==> src/rtl/spi_frame_slave.sv <==
// SPI mode-0 slave that oversamples sclk/cs/mosi on sysclk and decodes 24-bit command frames.
// An optional host-supplied response frame is shifted out on miso during the same transaction.
`timescale 1ns/1ps

module spi_frame_slave #(
    parameter int CMD_BITS     = 8,
    parameter int ADDR_BITS    = 8,
    parameter int PAYLOAD_BITS = 8,
    parameter int FRAME_WIDTH  = CMD_BITS + ADDR_BITS + PAYLOAD_BITS
) (
    input  logic                    sysclk,
    input  logic                    rst,
    input  logic                    sclk,
    input  logic                    cs,
    input  logic                    mosi,
    input  logic                    slv_tx_enb,
    input  logic [FRAME_WIDTH-1:0]  i_slv_frame,
    output logic                    miso,
    output logic [CMD_BITS-1:0]     o_cmd,
    output logic [ADDR_BITS-1:0]    o_addr,
    output logic [PAYLOAD_BITS-1:0] o_payload
);

    // state | meaning
    // IDLE  | cs high, waiting for a falling edge of cs
    // RECV  | cs low, shifting bits 0..FRAME_WIDTH-1
    // DONE  | full frame captured, sclk ignored until cs rises
    typedef enum logic [1:0] {IDLE, RECV, DONE} state_t;

    localparam int CNT_W = $clog2(FRAME_WIDTH);
    localparam logic [CNT_W-1:0] LAST_BIT = CNT_W'(FRAME_WIDTH - 1);

    state_t                 state;
    logic [CNT_W-1:0]       bit_cnt;
    logic [FRAME_WIDTH-2:0] rx_sh;
    logic [FRAME_WIDTH-1:0] tx_sh;
    logic [FRAME_WIDTH-1:0] rx_next;

    logic sclk_meta, sclk_sync, sclk_prev;
    logic cs_meta, cs_sync, cs_prev;
    logic mosi_meta, mosi_sync;
    logic sclk_rise, cs_fall, cs_rise;

    always_ff @(posedge sysclk or posedge rst) begin
        if (rst) begin
            sclk_meta <= 1'b0;
            sclk_sync <= 1'b0;
            sclk_prev <= 1'b0;
            cs_meta   <= 1'b0;
            cs_sync   <= 1'b0;
            cs_prev   <= 1'b0;
            mosi_meta <= 1'b0;
            mosi_sync <= 1'b0;
        end else begin
            sclk_meta <= sclk;
            sclk_sync <= sclk_meta;
            sclk_prev <= sclk_sync;
            cs_meta   <= cs;
            cs_sync   <= cs_meta;
            cs_prev   <= cs_sync;
            mosi_meta <= mosi;
            mosi_sync <= mosi_meta;
        end
    end

    assign sclk_rise = sclk_sync & ~sclk_prev;
    assign cs_fall   = ~cs_sync & cs_prev;
    assign cs_rise   = cs_sync & ~cs_prev;

    // The frame word including the bit being sampled this cycle
    assign rx_next = {rx_sh, mosi_sync};

    // tx_sh is zero outside RECV, so miso comes straight from a flop
    assign miso = tx_sh[FRAME_WIDTH-1];

    always_ff @(posedge sysclk or posedge rst) begin
        if (rst) begin
            state     <= IDLE;
            bit_cnt   <= '0;
            rx_sh     <= '0;
            tx_sh     <= '0;
            o_cmd     <= '0;
            o_addr    <= '0;
            o_payload <= '0;
        end else begin
            case (state)
                IDLE: begin
                    if (cs_fall) begin
                        state   <= RECV;
                        bit_cnt <= '0;
                        rx_sh   <= '0;
                        tx_sh   <= slv_tx_enb ? i_slv_frame : '0;
                    end
                end
                RECV: begin
                    if (cs_rise) begin
                        state <= IDLE;
                        tx_sh <= '0;
                    end else if (sclk_rise) begin
                        rx_sh   <= rx_next[FRAME_WIDTH-2:0];
                        bit_cnt <= bit_cnt + 1'b1;
                        if (bit_cnt == LAST_BIT) begin
                            state     <= DONE;
                            tx_sh     <= '0;
                            o_cmd     <= rx_next[FRAME_WIDTH-1 -: CMD_BITS];
                            o_addr    <= rx_next[PAYLOAD_BITS +: ADDR_BITS];
                            o_payload <= rx_next[0 +: PAYLOAD_BITS];
                        end else begin
                            tx_sh <= {tx_sh[FRAME_WIDTH-2:0], 1'b0};
                        end
                    end
                end
                DONE: begin
                    if (cs_rise) begin
                        state <= IDLE;
                    end
                end
                default: begin
                    state <= IDLE;
                    tx_sh <= '0;
                end
            endcase
        end
    end

endmodule

==> config.mk <==
export PLATFORM = sky130hd
export DESIGN_NAME = spi_frame_slave
export DESIGN_NICKNAME = d
export VERILOG_FILES = /design/src/rtl/spi_frame_slave.sv
export SDC_FILE = /design/constraint.sdc
export NUM_CORES = 1
export LEC_CHECK = 0
export ABC_CLOCK_PERIOD_IN_PS = 2800
export BUFFER_PORTS_ARGS = -buffer_cell sky130_fd_sc_hd__buf_2
export CORE_ASPECT_RATIO = 1.1
export CORE_MARGIN = 8
export CORE_UTILIZATION = 56
export DETAILED_ROUTE_END_ITERATION = 10
export GPL_TIMING_DRIVEN = 0
export PLACE_DENSITY = 0.75
export SKIP_CTS_REPAIR_TIMING = 1
export SLEW_MARGIN = 40
export SYNTH_ARGS = -nofsm -noshare
export SYNTH_HDL_FRONTEND = slang
export SYNTH_SLANG_ARGS = --single-unit
==> constraint.sdc <==
create_clock -name sysclk -period 2.8 [get_ports sysclk]
set_input_delay 0.28 -clock sysclk [delete_from_list [all_inputs] [get_ports sysclk]]
set_output_delay 0.28 -clock sysclk [all_outputs]
set_load 0.02 [all_outputs]
==> flow_metrics.tcl, run 1 <==
set metrics [dict create \
    status "finished, final reports clean" \
    ir_drop_v 0.0003575 \
    power_density_nw_per_um2 663.8 \
    drive_gt1_share_pct 32.91 \
    core_um2 6081 \
    fin_hold_ws_ps 35.82 \
    grt.overflow.total 0 \
    synthCells 241 \
    max_slew_margin_pct 57.87 \
    dp.cells 376 \
    drc 0 \
    synth_enable_flop_cells 0 \
    clk_latency_ps 340 \
    synth_top_area_share_pct 62.27 \
    worst_r2r_endpoint "tx_sh[20]" \
    setup_viol 0 \
    instances_no_fill 393 \
    via_per_inst 5.651 \
    final_hold_viol_count 0 \
    rows 30 \
    yosys-top-cells-count "dfrtp_1 (86), a22o_1 (23), a22oi_1 (23), o2bb2ai_1 (23), mux2_4 (20)" \
    crit_path_start_kind "flop" \
    antenna_found_initial 0 \
    synth.largest_area_cell "dfrtp_1" \
    skew_ps 6.587 \
    avgSynthCellArea_um2 14.34 \
    r2r-start "bit_cnt[0]" \
    r2r_slack_ps 700 \
    crit_fanout 10 \
    dieArea_um2 8944 \
    ys_warn_count 0 \
    floorplan.initialDensity_pct 56.83 \
    tightestPinTransition_ps 630.5 \
    io_buffers 54 \
    ant_nets 0 \
    hold_depth 1 \
    hold_start "sclk" \
    synth.area.top_cells "dfrtp_1 (62%), mux2_4 (8.7%), a22o_1 (5.8%)" \
    n_antenna_cell 0 \
    worstSetupEndpointType "flop" \
    routed_wirelength_mm 6.522 \
    rsz0062_at_grt "no" \
    clock-root-buffer "clkbuf_8" \
    cts_tree "yes" \
    dieHeight_um 98.39 \
    clockBufferDepth 2 \
    crit_arrival_ps 2350 \
    crit_path_cell_trace "ha_1 -> and4b_1 -> nor3b_2 -> clkbuf_1 -> a22oi_1 -> o2bb2ai_1" \
    yosysSeqAreaShare_pct 62.27 \
    first_pass_iters 4 \
    max_freq_ghz 0.4766 \
    max_stage_delay_ps 410 \
    final_nets 339 \
    finalCriticalPeriod_ps 2098 \
    grt_max_degree 55 \
    crit_path_top_delay_cell "dfrtp_1" \
    report.final.slew_viol_count 0 \
    htree_levels 3 \
    reg2reg_depth 6 \
    maxCapViolations 0 \
    wl_per_cell_um 16.60 \
    min_to "sclk_meta" \
    die-width_um 90.90 \
    synth_most_common_cell "dfrtp_1" \
    routed-via-count 2221 \
    grt_pass1_vias 2355 \
    ys_seq_elements 86 \
    fill_cells 479 \
    synthFlopType "dfrtp_1" \
    synthArstFlopShare_pct 100.0 \
    netlist_area_um2 3456 \
    criticalPathCategory "flop to flop" \
    power.leakage_nw 1.971 \
    place.gp.congestion 0.7764 \
    track_usage_pct 15.72 \
    hp-class "input port to flop" \
    clkTransAtPathRegs_ps 80 \
    grt_pass1_wl_mm 11.51 \
    synth_cell_types 31 \
    area_delta_synth_final_pct 17.78 \
    total_power_mw 2.702 \
    crit_required_ps 3050 \
    cts.sinks 86 \
    io_pins 55 \
    numCtsBuffers 9 \
    dpl.hpwl_mm 4.398 \
    syn-num-nets 272 \
    drtIter0Drc 117 \
    min_period_over_period_pct 74.93 \
]
-- state kept, by name (all words and copies together) (netlist names), 2 cells and up --
name       count
o_payload      8
rx_sh         23
state          2
tx_sh         24
o_addr         8
o_cmd          8
bit_cnt        5
-- kinds of logic after synthesis --
kind of cell	after synthesis	share of synthesized area, %
muxes	27	10.90
and+or+nand+nor	26	4.997
adders and majority gates	1	0.3620
AOI/OAI and AO/OA	81	18.50
DFF	86	62.27
buffers and inverters	20	2.969
-- critical path, delay by kind of cell (launching register included) --
kind | cells | cell delay (ps)
compound gates | 2 | 360
buf+inv | 1 | 380
fa+ha+maj | 1 | 250
simple gates | 2 | 600
flops | 1 | 410
-- metrics by stage --
stage	setup slack [ps]	setup TNS [ps]	instance area (µm²)	util [%]
after detailed placement	801.4	0	3859	63.46
final	701.8	0	4070	66.93
after global routing	514.5	0	4070	66.93
after global placement	-633.4	-54310	3826	62.92
after floorplan	298.2	0	3456	-
after CTS	722.1	0	4060	66.77
-- worst max-delay path by stage --
stage                     startpoint          to  slack (ps)  cells after the start
final                     bit_cnt[0]   tx_sh[20]         700                      6
after global routing      bit_cnt[0]   tx_sh[20]         510                      6
after CTS                 bit_cnt[0]   tx_sh[20]         720                      6
after detailed placement  bit_cnt[0]   tx_sh[13]         800                      6
after global placement           rst   o_addr[6]        -630                      2
after floorplan                  rst  bit_cnt[0]         300                      1
-- area by class of cell --
type | count | area, µm² | share of cell area (%)
Buffer | 18 | 95.09 | 2.336
Clock buffer | 13 | 158.9 | 3.904
Clock inverter | 3 | 42.54 | 1.045
Inverter | 2 | 12.51 | 0.3074
Multi-Input combinational cell | 135 | 1201 | 29.51
Sequential cell | 86 | 2152 | 52.87
Tap cell | 80 | 100.1 | 2.459
Timing Repair Buffer | 56 | 307.8 | 7.562
-- layout by cell type (no fill, tap or decap), types with 2 or more instances in the layout --
cell       count
dfrtp_1       86
buf_2         58
a22oi_1       23
o2bb2ai_1     23
a22o_1        23
mux2_4        20
clkbuf_1      13
clkbuf_8      11
nand2_1        6
a21oi_1        5
o21ai_0        5
nand3_1        4
buf_6          3
or3_1          3
mux2_1         3
nor2b_1        2
nand2b_1       2
mux2i_1        2
mux2_2         2
-- power breakdown --
group | switching (mW) | internal, mW
sequential | 0.0900 | 1.37
clock | 0.414 | 0.461
combinational | 0.199 | 0.167
total | 0.703 | 2.00
-- layer usage --
| metal | wire, µm | GRT usage, % | up-vias |
|---|---|---|---|
| met5 | 0 | 0 | - |
| met4 | 89 | 6.810 | 0 |
| met3 | 371 | 4.528 | 12 |
| met2 | 2950 | 23.19 | 62 |
| met1 | 3111 | 21.07 | 1103 |
| li1 | - | - | 1044 |
(Power assumes the default switching activity.)
==> inputs of run 2 (changes only) <==
--- a/config.mk
+++ b/config.mk
@@ -5,7 +5,7 @@
 export SDC_FILE = /design/constraint.sdc
 export NUM_CORES = 1
 export LEC_CHECK = 0
-export ABC_CLOCK_PERIOD_IN_PS = 2800
+export ABC_CLOCK_PERIOD_IN_PS = 2100
 export BUFFER_PORTS_ARGS = -buffer_cell sky130_fd_sc_hd__buf_2
 export CORE_ASPECT_RATIO = 1.1
 export CORE_MARGIN = 8
==> constraint.sdc (replaced) <==
create_clock -name sysclk -period 2.1 [get_ports sysclk]
set_input_delay 0.21 -clock sysclk [delete_from_list [all_inputs] [get_ports sysclk]]
set_output_delay 0.21 -clock sysclk [all_outputs]
set_load 0.02 [all_outputs]
==> flow_metrics.tcl, run 2 (same netlist as run 1, synthesis figures left out) <==
set metrics [dict create \
    crit_arrival_ps 2130 \
    clk_latency_ps 340 \
    routed_wirelength_mm 6.550 \
    track_usage_pct 15.24 \
    dpl.hpwl_mm 4.579 \
    first_pass_iters 4 \
    design_area_um2 4159 \
    place.gp.congestion 0.7666 \
    fill_cells 459 \
    antenna_found_initial 0 \
    layout_common_cells "dfrtp_1 (86), buf_2 (58), a22oi_1 (23), o2bb2ai_1 (23), a22o_1 (23)" \
    drtIter0Drc 145 \
    dieArea_um2 8944 \
    hold_depth 3 \
    clkTransAtPathRegs_ps 70 \
    dieHeight_um 98.39 \
    fin_util_pct 68.40 \
    power_density_nw_per_um2 857.5 \
    final_hold_viol_count 0 \
    numCtsBuffers 9 \
    cts_tree "yes" \
    reg_top3 "tx_sh x24, rx_sh x23" \
    final_common_cell "dfrtp_1" \
    fin_tns_setup_ps 0 \
    hp-class "input port to flop" \
    multi_input_area_um2 1209 \
    clockBufferDepth 2 \
    max_freq_ghz 0.5219 \
    largest_register_ffs 24 \
    cts.sinks 86 \
    place_area_um2 3905 \
    skew_ps 7.959 \
    tightestPinTransition_ps 504.5 \
    core_um2 6081 \
    rsz0062_at_grt "no" \
    criticalPathCategory "flop to flop" \
    max_slew_margin_pct 66.30 \
    grt_pass1_wl_mm 11.19 \
    routed-via-count 2236 \
    crit_fanout 10 \
    regArea_um2 2152 \
    max_stage_delay_ps 320 \
    io_pins 55 \
    reg2reg_depth 8 \
    rows 30 \
    area_delta_synth_final_pct 20.35 \
    crit_path_start_kind "flop" \
    min_period_over_period_pct 91.23 \
    status "finished, final reports clean" \
    crit_path_cell_trace "buf_2 -> nor2b_4 -> and3_1 -> buf_2 -> and2_1 -> buf_6 -> buf_6 -> mux2_4" \
    power.leakage_nw 2.016 \
    regMostFlops "tx_sh" \
    drive_gt1_share_pct 34.80 \
    floorplan.initialDensity_pct 56.83 \
    crit_required_ps 2320 \
    grt.overflow.total 0 \
    ir_drop_v 0.0004715 \
    ant_nets 0 \
    io_buffers 54 \
    n_antenna_cell 0 \
    worstSetupEndpointType "flop" \
    setup_viol 0 \
    maxCapViolations 0 \
    drc 0 \
    wl_per_cell_um 16.42 \
    report.final.slew_viol_count 0 \
    crit_path_top_delay_cell "dfrtp_1" \
    final_nets 346 \
    grt_max_degree 27 \
    clock-root-buffer "clkbuf_8" \
    grt_pass1_vias 2411 \
    htree_levels 3 \
    finalCriticalPeriod_ps 1916 \
    via_per_inst 5.604 \
    die-width_um 90.90 \
]
-- run 2: changes by cell type in the layout (fill, tap and decap cells not counted) --
cell           change
clkinvlp_4         +1
dlygate4sd3_1      +3
nor3b_1            -1
buf_12             +1
nor2b_1            -1
nor2b_2            +1
nor3b_2            +1
clkbuf_1           -3
clkbuf_2           +2
buf_16             +1
clkinv_2           +1
inv_6              -1
buf_4              +2
clkbuf_8           -1
-- run 2: critical path: cells and delay by family (launching register included) --
| kind | cells | cell delay [ps] |
|---|---|---|
| muxes | 1 | 320 |
| and+or+nand+nor | 3 | 520 |
| DFF | 1 | 320 |
| buffers and inverters | 4 | 650 |
-- run 2: final timing paths --
check | startpoint | endpoint | slack (ps)
max | state[0] | o_cmd[3] | 180
min | i_slv_frame[0] | tx_sh[0] | 110
max reg2reg | state[0] | o_cmd[3] | 180
min reg2reg | sclk_meta | sclk_sync | 350
max in group asynchronous | rst | rx_sh[3] | 970
min in group asynchronous | rst | o_addr[7] | 460
-- run 2: report_power, final --
group	switching, mW	internal (mW)
sequential	0.117	1.83
clock	0.534	0.572
combinational	0.269	0.246
total	0.920	2.65
-- run 2: final cells by class --
class | instances | area share (%)
clock buffers | 11 | 3.400
inverters | 2 | 0.2708
plain buffers | 18 | 2.347
multi-input cells | 135 | 29.06
clock inverters | 4 | 1.143
flip-flops and latches | 86 | 51.74
repair buffers | 63 | 9.627
well taps | 80 | 2.407
-- run 2: through the flow --
| stage | instances | setup WS (ps) | total power [mW] | hold slack (ps) |
|---|---|---|---|---|
| finish | 399 | 184.1 | 3.566 | 113.4 |
| detailed placement | 378 | 89.91 | 2.467 | 275.5 |
| global placement | 375 | 130.2 | 2.431 | 318.1 |
| floorplan | 241 | 332.8 | 2.310 | 241.4 |
| global route | 399 | 41.04 | 3.746 | 108.1 |
| CTS | 393 | 84.10 | 3.576 | -96.73 |
-- run 2: metal layers --
| layer | up-vias | GRT usage [%] | wire length (µm) |
|---|---|---|---|
| met2 | 65 | 23.19 | 3081 |
| li1 | 1060 | - | - |
| met4 | 0 | 4.918 | 44 |
| met1 | 1107 | 19.47 | 3070 |
| met5 | - | 0 | 0 |
| met3 | 4 | 5.986 | 353 |
==> inputs of run 3 (changes only) <==
--- a/config.mk
+++ b/config.mk
@@ -12,7 +12,7 @@
 export CORE_UTILIZATION = 56
 export DETAILED_ROUTE_END_ITERATION = 10
 export GPL_TIMING_DRIVEN = 0
-export PLACE_DENSITY = 0.75
+export PLACE_DENSITY = 0.79
 export SKIP_CTS_REPAIR_TIMING = 1
 export SLEW_MARGIN = 40
 export SYNTH_ARGS = -nofsm -noshare
==> flow_metrics.tcl, run 3 (same netlist as run 1, synthesis figures left out) <==
set metrics [dict create \
    tightestPinTransition_ps 585.4 \
    layout_common_cells "dfrtp_1 (86), buf_2 (58), a22oi_1 (23), o2bb2ai_1 (23), a22o_1 (23)" \
    dieHeight_um 98.39 \
    finalCriticalPeriod_ps 1958 \
    fin_util_pct 69.44 \
    reg_top3 "tx_sh x24, rx_sh x23" \
    clockBufferDepth 2 \
    multi_input_area_um2 1204 \
    drtIter0Drc 110 \
    n_antenna_cell 0 \
    final_hold_viol_count 0 \
    drive_gt1_share_pct 34.69 \
    pre_cts_ws_ps 107.7 \
    fin_tns_setup_ps 0 \
    die-width_um 90.90 \
    core_um2 6081 \
    area_delta_synth_final_pct 22.19 \
    cts.sinks 86 \
    min_period_over_period_pct 93.23 \
    setup_viol 0 \
    grt_max_degree 23 \
    track_usage_pct 15.95 \
    final_nets 347 \
    regMostFlops "tx_sh" \
    clkTransAtPathRegs_ps 80 \
    fill_cells 433 \
    instances_no_fill 400 \
    criticalPathCategory "flop to flop" \
    dieArea_um2 8944 \
    max_freq_ghz 0.5108 \
    place_area_um2 3940 \
    crit_arrival_ps 2180 \
    wl_per_cell_um 16.85 \
    clock-root-buffer "clkbuf_8" \
    antenna_found_initial 0 \
    crit_path_start_kind "flop" \
    numCtsBuffers 9 \
    status "finished, final reports clean" \
    design_area_um2 4223 \
    worstSetupEndpointType "flop" \
    dp.cells 379 \
    via_per_inst 5.715 \
    worst_slack_ps 142.1 \
    crit_required_ps 2330 \
    skew_ps 6.944 \
    hp-class "input port to flop" \
    fin_hold_ws_ps 111.0 \
    power.leakage_nw 2.043 \
    drc 0 \
    io_buffers 54 \
    report.final.slew_viol_count 0 \
    largest_register_ffs 24 \
    cts_tree "yes" \
    regArea_um2 2152 \
    htree_levels 3 \
    floorplan.initialDensity_pct 56.83 \
    max_slew_margin_pct 60.89 \
    grt_pass1_vias 2434 \
    clk_latency_ps 340 \
    crit_fanout 10 \
    total_power_mw 3.744 \
    power_density_nw_per_um2 886.7 \
    ant_nets 0 \
    ir_drop_v 0.0005128 \
    maxCapViolations 0 \
    grt.overflow.total 0 \
    dpl.hpwl_mm 4.709 \
    routed-via-count 2286 \
    place.gp.congestion 0.7424 \
    reg2reg_depth 8 \
    io_pins 55 \
    rows 30 \
    routed_wirelength_mm 6.738 \
    rsz0062_at_grt "no" \
    grt_pass1_wl_mm 11.67 \
    final_common_cell "dfrtp_1" \
    first_pass_iters 4 \
    hold_depth 3 \
]
==> run 3: cell count changes in the layout (fill, tap and decap cells not counted), sizes merged <==
cell	before	now
buf	66	67
bufinv	1	2
clkbuf	22	23
clkinv	2	0
==> run 3: metal layers <==
metal,share of wire [%],vias to the layer above,GRT usage [%]
met2,48,68,23.97
li1,-,1061,-
met4,0.18,0,6.810
met1,46,1155,20.94
met5,0,-,0
met3,5.9,2,4.758
==> run 3: final timing paths <==
check                          startpoint      endpoint  slack [ps]
hold reg to reg                   cs_meta       cs_sync         350
setup reg to reg                 state[0]  o_payload[0]         140
hold / removal             i_slv_frame[0]      tx_sh[0]         110
setup / recovery                 state[0]  o_payload[0]         140
max in group asynchronous             rst     rx_sh[10]        1120
min in group asynchronous             rst     sclk_meta         390
==> run 3: report_power, final <==
group	internal (mW)	switching (mW)	total, mW
Combinational	0.252	0.270	0.522
Sequential	1.83	0.116	1.94
Clock	0.730	0.549	1.28
==> run 3: critical path: stages, from the launching register on <==
cell and delay [ps]:
dfrtp_1 340, buf_2 190, nor2b_4 220, and3_1 180
buf_2 140, and2_1 140, buf_6 130, buf_6 180
mux2_4 320
==> run 3: area by class of cell <==
class | instances | share of cell area, %
Tap cell | 80 | 2.370
Inverter | 2 | 0.2667
Timing Repair Buffer | 64 | 10.31
Multi-Input combinational cell | 135 | 28.50
Sequential cell | 86 | 50.96
Clock buffer | 12 | 3.674
Buffer | 18 | 2.311
Clock inverter | 3 | 1.600
